**config.mk**
```make
export PLATFORM = sky130hd
export DESIGN_NAME = mem_wb_stage
export DESIGN_NICKNAME = d
export VERILOG_FILES = /design/src/rtl/mem_wb_stage.sv
export SDC_FILE = /design/constraint.sdc
export NUM_CORES = 1
export LEC_CHECK = 0
export BUFFER_PORTS_ARGS = -buffer_cell sky130_fd_sc_hd__buf_2
export CORE_ASPECT_RATIO = 0.8
export CORE_MARGIN = 5
export CORE_UTILIZATION = 50
export CTS_CLUSTER_DIAMETER = 40
export CTS_CLUSTER_SIZE = 25
export DETAILED_ROUTE_END_ITERATION = 7
export PLACE_DENSITY = 0.93
export SYNTH_ARGS = -nofsm -noshare
export SYNTH_HDL_FRONTEND = slang
export SYNTH_SLANG_ARGS = --single-unit
```
**constraint.sdc**
```tcl
create_clock -name clk -period 3.9 [get_ports clk]
set_input_delay 0.39 -clock clk [delete_from_list [all_inputs] [get_ports clk]]
set_output_delay 0.39 -clock clk [all_outputs]
set_load 0.02 [all_outputs]
```
**src/rtl/mem_wb_stage.sv**
```systemverilog
// Memory-access / write-back stage: performs loads and stores on the system bus
// and drives the register file write port from registered outputs.
//
// state    | meaning
// ---------+--------------------------------------------------------------
// S_IDLE   | accepting instructions from EX
// S_ACCESS | bus transfer in flight, EX held off via BusyStall
module mem_wb_stage #(
  parameter int WORD_W      = 32,
  parameter int REG_ADDR_W  = 5,
  parameter int TIMEOUT_CYC = 255
) (
  input  logic                  clk,
  input  logic                  reset_,
  input  logic                  Stall,
  input  logic                  Flush,
  input  logic                  ExEn,
  input  logic [1:0]            ExMemOp,
  input  logic [WORD_W-1:0]     ExOut,
  input  logic [WORD_W-1:0]     ExMemWrData,
  input  logic [REG_ADDR_W-1:0] ExDstAddr,
  input  logic                  ExGprWE_,
  output logic                  BusReq,
  output logic                  BusRw,
  output logic [WORD_W-3:0]     BusAddr,
  output logic [WORD_W-1:0]     BusWrData,
  input  logic                  BusRdy_,
  input  logic [WORD_W-1:0]     BusRdData,
  output logic                  BusyStall,
  output logic                  MissAlign,
  output logic                  BusErr,
  output logic                  GprWE_,
  output logic [REG_ADDR_W-1:0] GprWrAddr,
  output logic [WORD_W-1:0]     GprWrData
);

  typedef enum logic {S_IDLE, S_ACCESS} state_t;

  localparam logic [7:0] TO_CNT = 8'(TIMEOUT_CYC);

  state_t                  r_state, w_state_nxt;
  logic                    r_bus_req, w_bus_req;
  logic                    r_bus_rw, w_bus_rw;
  logic [WORD_W-3:0]       r_bus_addr, w_bus_addr;
  logic [WORD_W-1:0]       r_bus_wdata, w_bus_wdata;
  logic                    r_busy;
  logic                    r_miss, w_miss;
  logic                    r_err, w_err;
  logic                    r_gpr_we_n, w_gpr_we_n;
  logic [REG_ADDR_W-1:0]   r_gpr_addr, w_gpr_addr;
  logic [WORD_W-1:0]       r_gpr_data, w_gpr_data;
  logic [REG_ADDR_W-1:0]   r_dst, w_dst;
  logic                    r_dst_we_n, w_dst_we_n;
  logic [7:0]              r_cnt, w_cnt;

  logic                    w_valid, w_is_mem, w_is_load, w_misal, w_timeout;
  logic [7:0]              w_cnt_inc;

  assign w_valid   = ExEn & ~Flush;
  assign w_is_load = (ExMemOp == 2'b01);
  assign w_is_mem  = (ExMemOp == 2'b01) | (ExMemOp == 2'b10);
  assign w_misal   = |ExOut[1:0];
  assign w_cnt_inc = (r_cnt == 8'hFF) ? r_cnt : r_cnt + 8'd1;
  assign w_timeout = (w_cnt_inc == TO_CNT);

  always_ff @(posedge clk) begin
    if (reset_) begin
      r_state     <= S_IDLE;
      r_bus_req   <= 1'b0;
      r_bus_rw    <= 1'b1;
      r_bus_addr  <= '0;
      r_bus_wdata <= '0;
      r_busy      <= 1'b0;
      r_miss      <= 1'b0;
      r_err       <= 1'b0;
      r_gpr_we_n  <= 1'b1;
      r_gpr_addr  <= '0;
      r_gpr_data  <= '0;
      r_dst       <= '0;
      r_dst_we_n  <= 1'b1;
      r_cnt       <= '0;
    end else begin
      r_state     <= w_state_nxt;
      r_bus_req   <= w_bus_req;
      r_bus_rw    <= w_bus_rw;
      r_bus_addr  <= w_bus_addr;
      r_bus_wdata <= w_bus_wdata;
      r_busy      <= (w_state_nxt == S_ACCESS);
      r_miss      <= w_miss;
      r_err       <= w_err;
      r_gpr_we_n  <= w_gpr_we_n;
      r_gpr_addr  <= w_gpr_addr;
      r_gpr_data  <= w_gpr_data;
      r_dst       <= w_dst;
      r_dst_we_n  <= w_dst_we_n;
      r_cnt       <= w_cnt;
    end
  end

  always_comb begin
    w_state_nxt = r_state;
    case (r_state)
      S_IDLE:   if (!Stall && w_valid && w_is_mem && !w_misal) w_state_nxt = S_ACCESS;
      S_ACCESS: if (!BusRdy_ || w_timeout) w_state_nxt = S_IDLE;
      default:  w_state_nxt = S_IDLE;
    endcase
  end

  // Pulses clear whenever not re-asserted, so a stall never stretches them.
  always_comb begin
    w_bus_req   = r_bus_req;
    w_bus_rw    = r_bus_rw;
    w_bus_addr  = r_bus_addr;
    w_bus_wdata = r_bus_wdata;
    w_miss      = 1'b0;
    w_err       = 1'b0;
    w_gpr_we_n  = r_gpr_we_n;
    w_gpr_addr  = r_gpr_addr;
    w_gpr_data  = r_gpr_data;
    w_dst       = r_dst;
    w_dst_we_n  = r_dst_we_n;
    w_cnt       = r_cnt;
    case (r_state)
      S_IDLE: begin
        if (!Stall) begin
          if (!w_valid) begin
            w_gpr_we_n = 1'b1;
          end else if (!w_is_mem) begin
            w_gpr_we_n = ExGprWE_;
            w_gpr_addr = ExDstAddr;
            w_gpr_data = ExOut;
          end else if (w_misal) begin
            w_gpr_we_n = 1'b1;
            w_miss     = 1'b1;
          end else begin
            w_bus_addr  = ExOut[WORD_W-1:2];
            w_bus_wdata = ExMemWrData;
            w_dst       = ExDstAddr;
            w_dst_we_n  = ExGprWE_;
            w_bus_req   = 1'b1;
            w_bus_rw    = w_is_load;
            w_cnt       = '0;
            w_gpr_we_n  = 1'b1;
          end
        end
      end
      S_ACCESS: begin
        if (!BusRdy_) begin
          w_bus_req = 1'b0;
          if (r_bus_rw) begin
            w_gpr_we_n = r_dst_we_n;
            w_gpr_addr = r_dst;
            w_gpr_data = BusRdData;
          end else begin
            w_gpr_we_n = 1'b1;
          end
        end else begin
          w_cnt = w_cnt_inc;
          if (w_timeout) begin
            w_bus_req  = 1'b0;
            w_err      = 1'b1;
            w_gpr_we_n = 1'b1;
          end
        end
      end
      default: ;
    endcase
  end

  assign BusReq    = r_bus_req;
  assign BusRw     = r_bus_rw;
  assign BusAddr   = r_bus_addr;
  assign BusWrData = r_bus_wdata;
  assign BusyStall = r_busy;
  assign MissAlign = r_miss;
  assign BusErr    = r_err;
  assign GprWE_    = r_gpr_we_n;
  assign GprWrAddr = r_gpr_addr;
  assign GprWrData = r_gpr_data;

endmodule

```
==> results of run 1 <==
## logic make-up after synthesis
logic type | share of synthesized area (%)
xor gates and xnor gates | 0.185
adders and majority gates | 0.529
DFF | 50.4
and+or+nand+nor | 18.7
AOI/OAI and AO/OA | 18.2
buffers and inverters | 4.05
muxes | 8.04
## power by group through the flow
stage | clock network (W) | logic [W] | registers (W)
detailed placement | 0 | 0.000214 | 0.00128
floorplan | 0 | 0.0000811 | 0.00131
global placement | 0 | 0.000207 | 0.00128
finish | 0.00171 | 0.000215 | 0.00125
CTS | 0.00173 | 0.000215 | 0.00125
global route | 0.00178 | 0.000236 | 0.00126
## critical path, cell delays in order (launching register included)
cell and delay, ns:
dfxtp_2 0.31, or4b_4 0.58, or3_2 0.78, buf_4 0.39, nand2_1 0.12, a21oi_1 0.09
## per-layer routing
layer / up-vias / track usage [%] / part of all wire (%) / routed length [um]
met5: - / 0 / 0 / 0
met4: 0 / 9.44 / 1.6 / 224
met3: 20 / 7.81 / 8.7 / 1220
met2: 223 / 41.4 / 50 / 7040
met1: 2229 / 26.4 / 39 / 5500
li1: 2322 / - / - / -
## synth_stat cells (all sizes together)
| master | count |
|---|---|
| a211oi | 38 |
| a21boi | 1 |
| a21oi | 74 |
| a221oi | 1 |
| a22o | 6 |
| a22oi | 1 |
| a311o | 1 |
| a31oi | 2 |
| a32o | 1 |
| a32oi | 1 |
| a41oi | 1 |
| and2 | 1 |
| and3 | 2 |
| and4 | 2 |
| buf | 10 |
| clkbuf | 34 |
| dfxtp | 119 |
| ha | 2 |
| inv | 4 |
| mux2i | 38 |
| nand2 | 143 |
| nand3 | 5 |
| nand3b | 3 |
| nand4 | 3 |
| nand4b | 1 |
| nand4bb | 1 |
| nor2 | 40 |
| nor2b | 1 |
| nor3 | 1 |
| nor4b | 1 |
| nor4bb | 1 |
| o21ai | 8 |
| o21bai | 1 |
| o22ai | 1 |
| o31a | 1 |
| o31ai | 2 |
| or2 | 2 |
| or3 | 2 |
| or4b | 1 |
| xor2 | 1 |
## final cells by class
type	count	area [um^2]
inverters	4	15.0
flip-flops and latches	119	2380
repair buffers	220	1130
clock buffers	21	460
clock inverters	11	196
fillers	691	2650
well taps	115	144
multi-input cells	391	2180
## registers in the layout, indices dropped and copies added (netlist names)
| name | flops |
|---|---|
| r_dst | 5 |
| GprWrData | 32 |
| BusWrData | 32 |
| BusReq | 1 |
| BusRw | 1 |
| r_cnt | 8 |
| BusyStall | 1 |
| r_dst_we_n | 1 |
| BusAddr | 30 |
| GprWE_ | 1 |
| GprWrAddr | 5 |
| BusErr | 1 |
| MissAlign | 1 |
## worst max-delay path by stage
stage               from            end  slack (ns)  cells after the start
2_1_floorplan  BusyStall       r_cnt[3]        1.97                      5
4_1_cts        BusyStall  BusWrData[11]        1.48                      5
3_5_place_dp       Flush  BusWrData[11]        1.31                      6
5_1_grt        BusyStall  BusWrData[11]        1.39                      5
3_3_place_gp       Flush  BusWrData[22]        1.38                      6
6_report       BusyStall  BusWrData[11]        1.46                      5
## per-stage QoR
step                setup WS [ns]  area, um^2
floorplan                    1.97        4730
global route                 1.39        6510
finish                       1.46        6510
global placement             1.38        5850
CTS                          1.48        6510
detailed placement           1.31        5850
==> metrics, run 1 <==
Detailed Route WL between 10000 and 15000 um; H-Tree Level Count 4; placed cells 849; sequential cell area fraction in the yosys report between 50% and 60%; internal power approximately 0.0025 W; Synth area leader dfxtp_1; first-pass GRT wire length 22800 um; status completed; crit path capture type register; Root Buffer clkbuf_16; fin util a little under three quarters; vias in the first global route approximately 4800; antenna violations before repair 0; Clock Path Buffers 2; CP Data Required Time roughly 4.2 ns; vias post-DR ~4800; Synth Instances 558; Worst Max-Slew Pin Slew roughly 0.80 ns; number of max-cap violations 0; vias per cell between 5 and 6; Power Dens Cells 488 nW/um^2; VDD IR max between 0.0002 and 0.0003 V; post-synth net total 670; WHS Endpoint BusWrData[20]; worst min path class primary input to register; Seq cells post-synth between 100 and 150; Min Clock Period, post-route 2.44 ns; Final Power 0.00318 W; critical path launch point type register; post-CTS setup buffer count 0; Die Y between 90 and 100 um; sw power a little under 0.0007 W; GP Congestion roughly 0.93; nets a little under 900; CTS Hold Bufs 0; Netlist cell types 42; clock transition at the registers of the reported paths approximately 0.060 ns; share of Yosys cell area claimed by the top area cell type roughly 50%; Final Hold Violating Endpoints 0; Num CTS Buffers 17; Antenna Cells 0; sequential power share a little under 40%; Fin Setup TNS 0 ns; area growth from synthesis to layout 37.5%; Net Sw Frac between 20% and 30%; FF-to-FF Start BusyStall; die width between 100 and 150 um; share of cells above drive strength 1 about 34%; IO Pins 215; Comb pwr share 6.8%; Rel. slew slack between 40% and 50%; Critical Path AT around 2.7 ns; worst hold path stage count 3; DRT antenna net count 0; num rows 31; WHS 0.228 ns; max-slew violations 0; number of port buffers 214; TritonCTS clock tree done; HPWL Detailed between 10000 and 15000 um; Setup violations, final 0; DRC violations left 0; most frequent cells in the layout buf_2, nand2_1, dfxtp_1, a21oi_1, nor2_1; R2R cell count 5; synthesized area per cell 8.48 um^2; Clock Latency Late Sink 0.40 ns; Reg2Reg Capture Point BusWrData[11]; commonest non-fill, non-tap cell in the layout buf_2; Core Region a little over 9000 um^2; DIE AREA approximately 12000 um^2; DR WL/cell ~16 um; reg-to-reg slack, setup ~1.5 ns; non-filler cells in the finished layout about 900; post-synthesis cell area around 4700 um^2; clk sink count 119; largest net degree at the start of global routing 60; Final Cycle Share between 60 and 70%; 1st-pass router iterations 5; initial core utilization about half; grt ovf 0; largest cells by area after synthesis dfxtp_1, nand2_1, mux2i_1, a21oi_1, a211oi_1; Overall Global Routing Usage a little under a quarter; CP max FO 42; critical path type register to register; warnings from Yosys 0; P_leak 2.75 nW; clock share of power 53.8%; Clock Skew between 0.007 and 0.008 ns; Max Clk Rate approximately 0.4 GHz; RSZ-0062 raised after global routing false; hold wc startpoint ExMemWrData[20]; Starting DRT DRC Count 296; Resized Gates After CTS 0
No activity file was read; power rests on OpenSTA's default activity.
==> inputs of run 2 (changes only) <==
--- a/config.mk
+++ b/config.mk
@@ -8,11 +8,11 @@
 export BUFFER_PORTS_ARGS = -buffer_cell sky130_fd_sc_hd__buf_2
 export CORE_ASPECT_RATIO = 0.8
 export CORE_MARGIN = 5
-export CORE_UTILIZATION = 50
+export CORE_UTILIZATION = 42
 export CTS_CLUSTER_DIAMETER = 40
 export CTS_CLUSTER_SIZE = 25
 export DETAILED_ROUTE_END_ITERATION = 7
-export PLACE_DENSITY = 0.93
+export PLACE_DENSITY = 0.85
 export SYNTH_ARGS = -nofsm -noshare
 export SYNTH_HDL_FRONTEND = slang
 export SYNTH_SLANG_ARGS = --single-unit
==> constraint.sdc (replaced) <==
create_clock -name clk -period 2 [get_ports clk]
set_input_delay 0.2 -clock clk [delete_from_list [all_inputs] [get_ports clk]]
set_output_delay 0.2 -clock clk [all_outputs]
set_load 0.02 [all_outputs]
==> run 2 against run 1 <==
- final cell count rose by 4.2%
- clock power rose by 99%
- total power rose by 98%
- largest power group unchanged
- via count fell by 2.5%
- highest routed layer unchanged
- routed wire length fell by 1.0%
- non-clock buffer count rose by 8
- sequential share of layout area fell by 0.93 points
- hold slack got worse by 0.20 ns
- sequential cell count did not move
- worst setup slack got worse by 1.4 ns
- count of clock-buffer cells in the layout fell by 2
==> metrics, run 2 (synthesis results as in run 1) <==
CP max FO 24 (was 42); largest net degree at the start of global routing 75 (was 60); Core Region 10900 um^2 (was 9150 um^2); DR WL/cell 15.1 um (was 15.9 um); Final Cycle Share 97.4% (was 62.5%); Detailed Route WL 13800 um (was 14000 um); sw power 0.00134 W (was 0.000676 W); number of max-cap violations 0 (unchanged); Clock Skew 0.00939 ns (was 0.00716 ns); Clock Path Buffers 2 (unchanged); DRC violations left 0 (unchanged); Clock Latency Late Sink 0.40 ns (about the same); max-slew violations 0 (unchanged); Comb pwr share 6.9% (was 6.8%); WHS Endpoint r_dst_we_n (was BusWrData[20]); clock transition at the registers of the reported paths 0.05 ns (was 0.06 ns); RSZ-0062 raised after global routing true (was false); Final Power 0.00628 W (was 0.00318 W); Setup violations, final 0 (unchanged); nets 873 (was 865); IO Pins 215 (unchanged); Net Sw Frac 21.4% (was 21.3%); H-Tree Level Count 4 (unchanged); R2R cell count 5 (unchanged); reg-to-reg slack, setup 0.05 ns (was 1.46 ns); HPWL Detailed 9950 um (was 10100 um); pre-CTS setup slack 0.00221 ns (was 1.31 ns); DRT antenna net count 0 (unchanged); area post-placement 6010 um^2 (was 5850 um^2); Die Y 105 um (was 97 um); initial core utilization 43.3% (was 51.7%); antenna violations before repair 0 (unchanged); vias per cell 5.09 (was 5.44); 1st-pass router iterations 6 (was 5); worst hold path stage count 3 (unchanged); first-pass GRT wire length 22300 um (was 22800 um); clock share of power 54.2% (was 53.8%); status completed (unchanged); Power Dens Cells 941 nW/um^2 (was 488 nW/um^2); Starting DRT DRC Count 223 (was 296); crit path capture type register (unchanged); commonest non-fill, non-tap cell in the layout buf_2 (unchanged); sequential power share 38.9% (was 39.5%); Min Clock Period, post-route 1.95 ns (was 2.44 ns); CP Data Required Time 2.26 ns (was 4.15 ns); Num CTS Buffers 17 (unchanged); Max Clk Rate 0.513 GHz (was 0.410 GHz); Final Hold Violating Endpoints 0 (unchanged); fin util 61.1% (was 71.1%); num rows 34 (was 31); Root Buffer clkbuf_16 (unchanged); vias post-DR 4676 (was 4794); die width 129 um (was 119 um); Overall Global Routing Usage 20.3% (was 23.6%); FF-to-FF Start BusyStall (unchanged); area growth from synthesis to layout 41.1% (was 37.5%); VDD IR max 0.000613 V (was 0.000295 V); GP Congestion 0.915 (was 0.927); Reg2Reg Capture Point BusAddr[21] (was BusWrData[11]); TritonCTS clock tree done (unchanged); Finished Cell Area 6680 um^2 (was 6510 um^2); clk sink count 119 (unchanged); grt ovf 0 (unchanged); most frequent cells in the layout buf_2, nand2_1, dfxtp_1, a21oi_1, nor2_1 (unchanged); hold wc startpoint ExGprWE_ (was ExMemWrData[20]); share of cells above drive strength 1 34.4% (was 33.6%); number of port buffers 214 (unchanged); Antenna Cells 0 (unchanged); P_leak 2.80 nW (was 2.75 nW); Worst Max-Slew Pin Slew 0.567 ns (was 0.796 ns); critical path launch point type register (unchanged); DIE AREA 13500 um^2 (was 11500 um^2); vias in the first global route 4545 (was 4839); critical path type register to register (unchanged); internal power 0.00494 W (was 0.00250 W); Critical Path AT 2.21 ns (was 2.69 ns); worst min path class primary input to register (unchanged); Rel. slew slack 62.2% (was 46.9%); CTS Hold Bufs 0 (unchanged); final worst slack 0.0521 ns (was 1.46 ns)
-- run 2: cell types whose count changed in the layout (fill, tap and decap cells not counted) --
cell and delta:
buf_12 +5, buf_4 +2, clkbuf_8 -2, clkinv_2 +2, buf_6 +1, bufinv_16 +1, clkinv_4 -1, ha_1 -1
ha_2 +1
-- run 2: power by group through the flow --
stage / logic, W / clock network (W) / registers, W
2_1_floorplan: 0.000158 / 0 / 0.00255
3_3_place_gp: 0.000429 / 0 / 0.00249
3_5_place_dp: 0.000435 / 0 / 0.00249
4_1_cts: 0.000436 / 0.00347 / 0.00244
5_1_grt: 0.000477 / 0.00359 / 0.00245
6_report: 0.000434 / 0.00341 / 0.00244
-- run 2: how the worst max path moves through the flow --
stage / cells past startpoint / slack (ns) / start / end
2_1_floorplan: 5 / 0.07 / BusyStall / r_cnt[3]
5_1_grt: 5 / -0.02 / BusyStall / BusAddr[21]
3_5_place_dp: 6 / 0.002 / BusyStall / GprWrAddr[1]
6_report: 5 / 0.05 / BusyStall / BusAddr[21]
4_1_cts: 6 / 0.01 / BusyStall / GprWrAddr[1]
3_3_place_gp: 5 / 0.09 / BusyStall / BusWrData[2]
-- run 2: worst max-delay path: stages, from the launching register on --
cell	delay, ns
dfxtp_2	0.32
or4b_4	0.53
or3_2	0.53
buf_4	0.25
nand2_1	0.10
a21oi_1	0.08
-- run 2: stage by stage --
step                TNS (ns)  cells  hold WS [ns]
global placement           0    886         0.439
global route         -0.0819    918        0.0198
floorplan                  0    558         0.324
CTS                        0    918       0.00823
finish                     0    918        0.0273
detailed placement         0    886         0.431
-- run 2: cell type report --
type                       count  area, um^2
fill                         918        4260
sequential                   119        2380
multi-input combinational    391        2180
timing repair buffer         228        1260
clock buffer                  19         433
clock inverter                13         228
tap                          144         180
inverter                       4        15.0
-- run 2: timing repair --
action / in CTS / in global routing
resized for setup: 0 / 2
setup endpoints to repair: 0 / 47
buffers inserted: 0 / 0
-- run 2: metal layers --
metal / up-vias / global-route usage (%) / share of wire (%)
met2: 200 / 32.7 / 47
li1: 2340 / - / -
met5: - / 0 / 0
met4: 0 / 6.45 / 1.3
met3: 17 / 7.85 / 10
met1: 2119 / 25.0 / 42
==> inputs of run 3 (changes only) <==
--- a/config.mk
+++ b/config.mk
@@ -13,6 +13,7 @@
 export CTS_CLUSTER_SIZE = 25
 export DETAILED_ROUTE_END_ITERATION = 7
 export PLACE_DENSITY = 0.85
+export SETUP_SLACK_MARGIN = 0.3
 export SYNTH_ARGS = -nofsm -noshare
 export SYNTH_HDL_FRONTEND = slang
 export SYNTH_SLANG_ARGS = --single-unit
==> constraint.sdc (replaced) <==
create_clock -name clk -period 1.6 [get_ports clk]
set_input_delay 0.16 -clock clk [delete_from_list [all_inputs] [get_ports clk]]
set_output_delay 0.16 -clock clk [all_outputs]
set_load 0.02 [all_outputs]
==> run 3 against run 2 <==
- the run now ends with negative setup slack left
- core utilization up 14 points
- total power is 22% higher
- register-to-register slack worse by 0.31 ns
- clock power up 11%
- first-iteration DRC count grew 36%
- combinational power rose by 90%
- sequential share of layout area shrank 6.4 points
- global-route usage rose by 5.1 points
- largest power group unchanged
==> metrics, run 3 (synthesis results as in run 1) <==
status finished, violations left (was completed); failing checks negative setup slack; first-pass GRT wire length 27300 um (was 22300 um); initial core utilization 43.3% (unchanged); 1st-pass router iterations 5 (was 6); TritonCTS clock tree done (unchanged); Overall Global Routing Usage 25.4% (was 20.3%); M1 GR Usage 30.2% (was 25.0%); final worst slack -0.261 ns (was 0.0521 ns); CP max FO 15 (was 24); Core Region 10900 um^2 (unchanged); CP peak stage delay 0.50 ns (was 0.53 ns); pre-CTS setup slack -0.270 ns (was 0.00221 ns); nets 961 (was 873); HPWL Detailed 10200 um (was 9950 um); clock transition at the registers of the reported paths 0.06 ns (was 0.05 ns); Setup violations, final 110 (was 0); DIE AREA 13500 um^2 (unchanged); CP Data Required Time 1.92 ns (was 2.26 ns); vias in the first global route 5309 (was 4545); area growth from synthesis to layout 72.8% (was 41.1%); Max Clk Rate 0.537 GHz (was 0.513 GHz); Die Y 105 um (unchanged); largest net degree at the start of global routing 48 (was 75); Num CTS Buffers 17 (unchanged); Power Dens Cells 938 nW/um^2 (was 941 nW/um^2); Antenna Cells 0 (unchanged); share of cells above drive strength 1 48.0% (was 34.4%); VDD IR max 0.000775 V (was 0.000613 V); fin util 74.8% (was 61.1%); clk sink count 119 (unchanged); RSZ-0062 raised after global routing true (unchanged); P_leak 3.43 nW (was 2.80 nW); number of port buffers 214 (unchanged); critical path type register to register (unchanged); worst min path class primary input to register (unchanged); grt ovf 0 (unchanged); Crit-path slowest cell or4b_4 (unchanged); Min Clock Period, post-route 1.86 ns (was 1.95 ns); commonest non-fill, non-tap cell in the layout buf_2 (unchanged); num rows 34 (unchanged); Detailed Route WL 19100 um (was 13800 um); most congested layer reported by global routing met2 (unchanged); IO Pins 215 (unchanged); vias post-DR 5409 (was 4676); Final Hold Violating Endpoints 0 (unchanged); area post-placement 6200 um^2 (was 6010 um^2); DRT antenna net count 0 (unchanged); DR WL/cell 19.0 um (was 15.1 um); DRC violations left 0 (unchanged); GP Congestion 0.909 (was 0.915); crit-path cells or4b_4, buf_6, nor3_4, buf_12, buf_12, nand2_1, a21oi_1 (was or4b_4, or3_2, buf_4, nand2_1, a21oi_1); vias per cell 5.38 (was 5.09); Root Buffer clkbuf_16 (unchanged); Worst Max-Slew Pin Slew 0.569 ns (was 0.567 ns); Clock Skew 0.00846 ns (was 0.00939 ns); Final Power 0.00767 W (was 0.00628 W); Fin Setup TNS -16.19 ns (was 0 ns); die width 129 um (unchanged); max-slew violations 0 (unchanged); Critical path buffers and inverters 3 (was 1); Finished Cell Area 8170 um^2 (was 6680 um^2); Rel. slew slack 62.1% (was 62.2%); number of max-cap violations 0 (unchanged); dominant cell type by count on the critical path buf_12; antenna violations before repair 0 (unchanged); Clock Path Buffers 2 (unchanged); Clock Latency Late Sink 0.40 ns (about the same); most frequent cells in the layout buf_2, nand2_1, dfxtp_1, a21oi_1, dlygate4sd3_1 (was buf_2, nand2_1, dfxtp_1, a21oi_1, nor2_1); routing usage on met2 42.3% (was 32.7%); Final Cycle Share 116% (was 97.4%); crit path capture type register (unchanged); critical path launch point type register (unchanged); Critical Path AT 2.18 ns (was 2.21 ns); GR Util met3 8.26% (was 7.85%); Starting DRT DRC Count 304 (was 223); Crit path max-delay family simple AND/OR/NAND/NOR gates (unchanged); H-Tree Level Count 4 (unchanged)
run 3: changes by cell type in the layout (fill, tap and decap cells not counted), sizes merged, moves of 2 or more:
| cell | before | now |
|---|---|---|
| clkinv | 5 | 2 |
| dlygate4sd3 | 0 | 39 |
| inv | 4 | 8 |
| buf | 228 | 273 |
| bufinv | 6 | 2 |
| clkbuf | 19 | 21 |
| clkinvlp | 2 | 5 |
run 3: layout make-up:
| cell class | count | area, um^2 |
|---|---|---|
| Inverter | 4 | 22.5 |
| Clock inverter | 13 | 148 |
| Fill cell | 736 | 2760 |
| Timing Repair Buffer | 316 | 2350 |
| Clock buffer | 18 | 439 |
| Sequential cell | 119 | 2390 |
| Multi-Input combinational cell | 391 | 2640 |
| Tap cell | 144 | 180 |
run 3: power breakdown:
part / switching, W / internal, W / leakage (nW)
Combinational: 0.000430 / 0.000395 / 2.20
Clock: 0.00144 / 0.00234 / 0.272
Sequential: 0.0000392 / 0.00302 / 0.965
run 3: worst min-delay path, delay by kind of cell:
family | cells | cell delay, ns
AND/OR/NAND/NOR | 1 | 0.05
buffers and inverters | 1 | 0.12
AO/OA/AOI/OAI | 1 | 0.03
run 3: final timing paths:
kind | startpoint | end | slack, ns | cells after the start
worst max-delay path | BusyStall | BusAddr[28] | -0.26 | 7
worst min-delay path | ExOut[4] | BusAddr[2] | 0.007 | 3
worst max register to register | BusyStall | BusAddr[28] | -0.26 | 7
worst min register to register | BusAddr[29] | BusAddr[29] | 0.45 | 2
run 3: timing repair:
action                                  in CTS  in global routing
gates resized for setup                     56                 81
cloned                                       8                  3
setup buffers                               15                  8
hold endpoints to repair                    38                  1
hold buffers                                38                  1
pin swaps                                   19                 24
endpoints found under the setup margin     120                120
run 3: stage by stage:
step | instances | hold WS, ns
6_report | 1005 | 0.00686
5_1_grt | 1005 | 0.00170
4_1_cts | 993 | 0.000124
3_5_place_dp | 901 | 0.390
3_3_place_gp | 901 | 0.384
2_1_floorplan | 558 | 0.284
run 3: metal layers:
layer  routed length [um]  vias to the layer above
li1                     -                     2518
met1                 7330                     2579
met2                 9490                      268
met3                 1740                       44
met4                  514                        0
met5                    0                        -
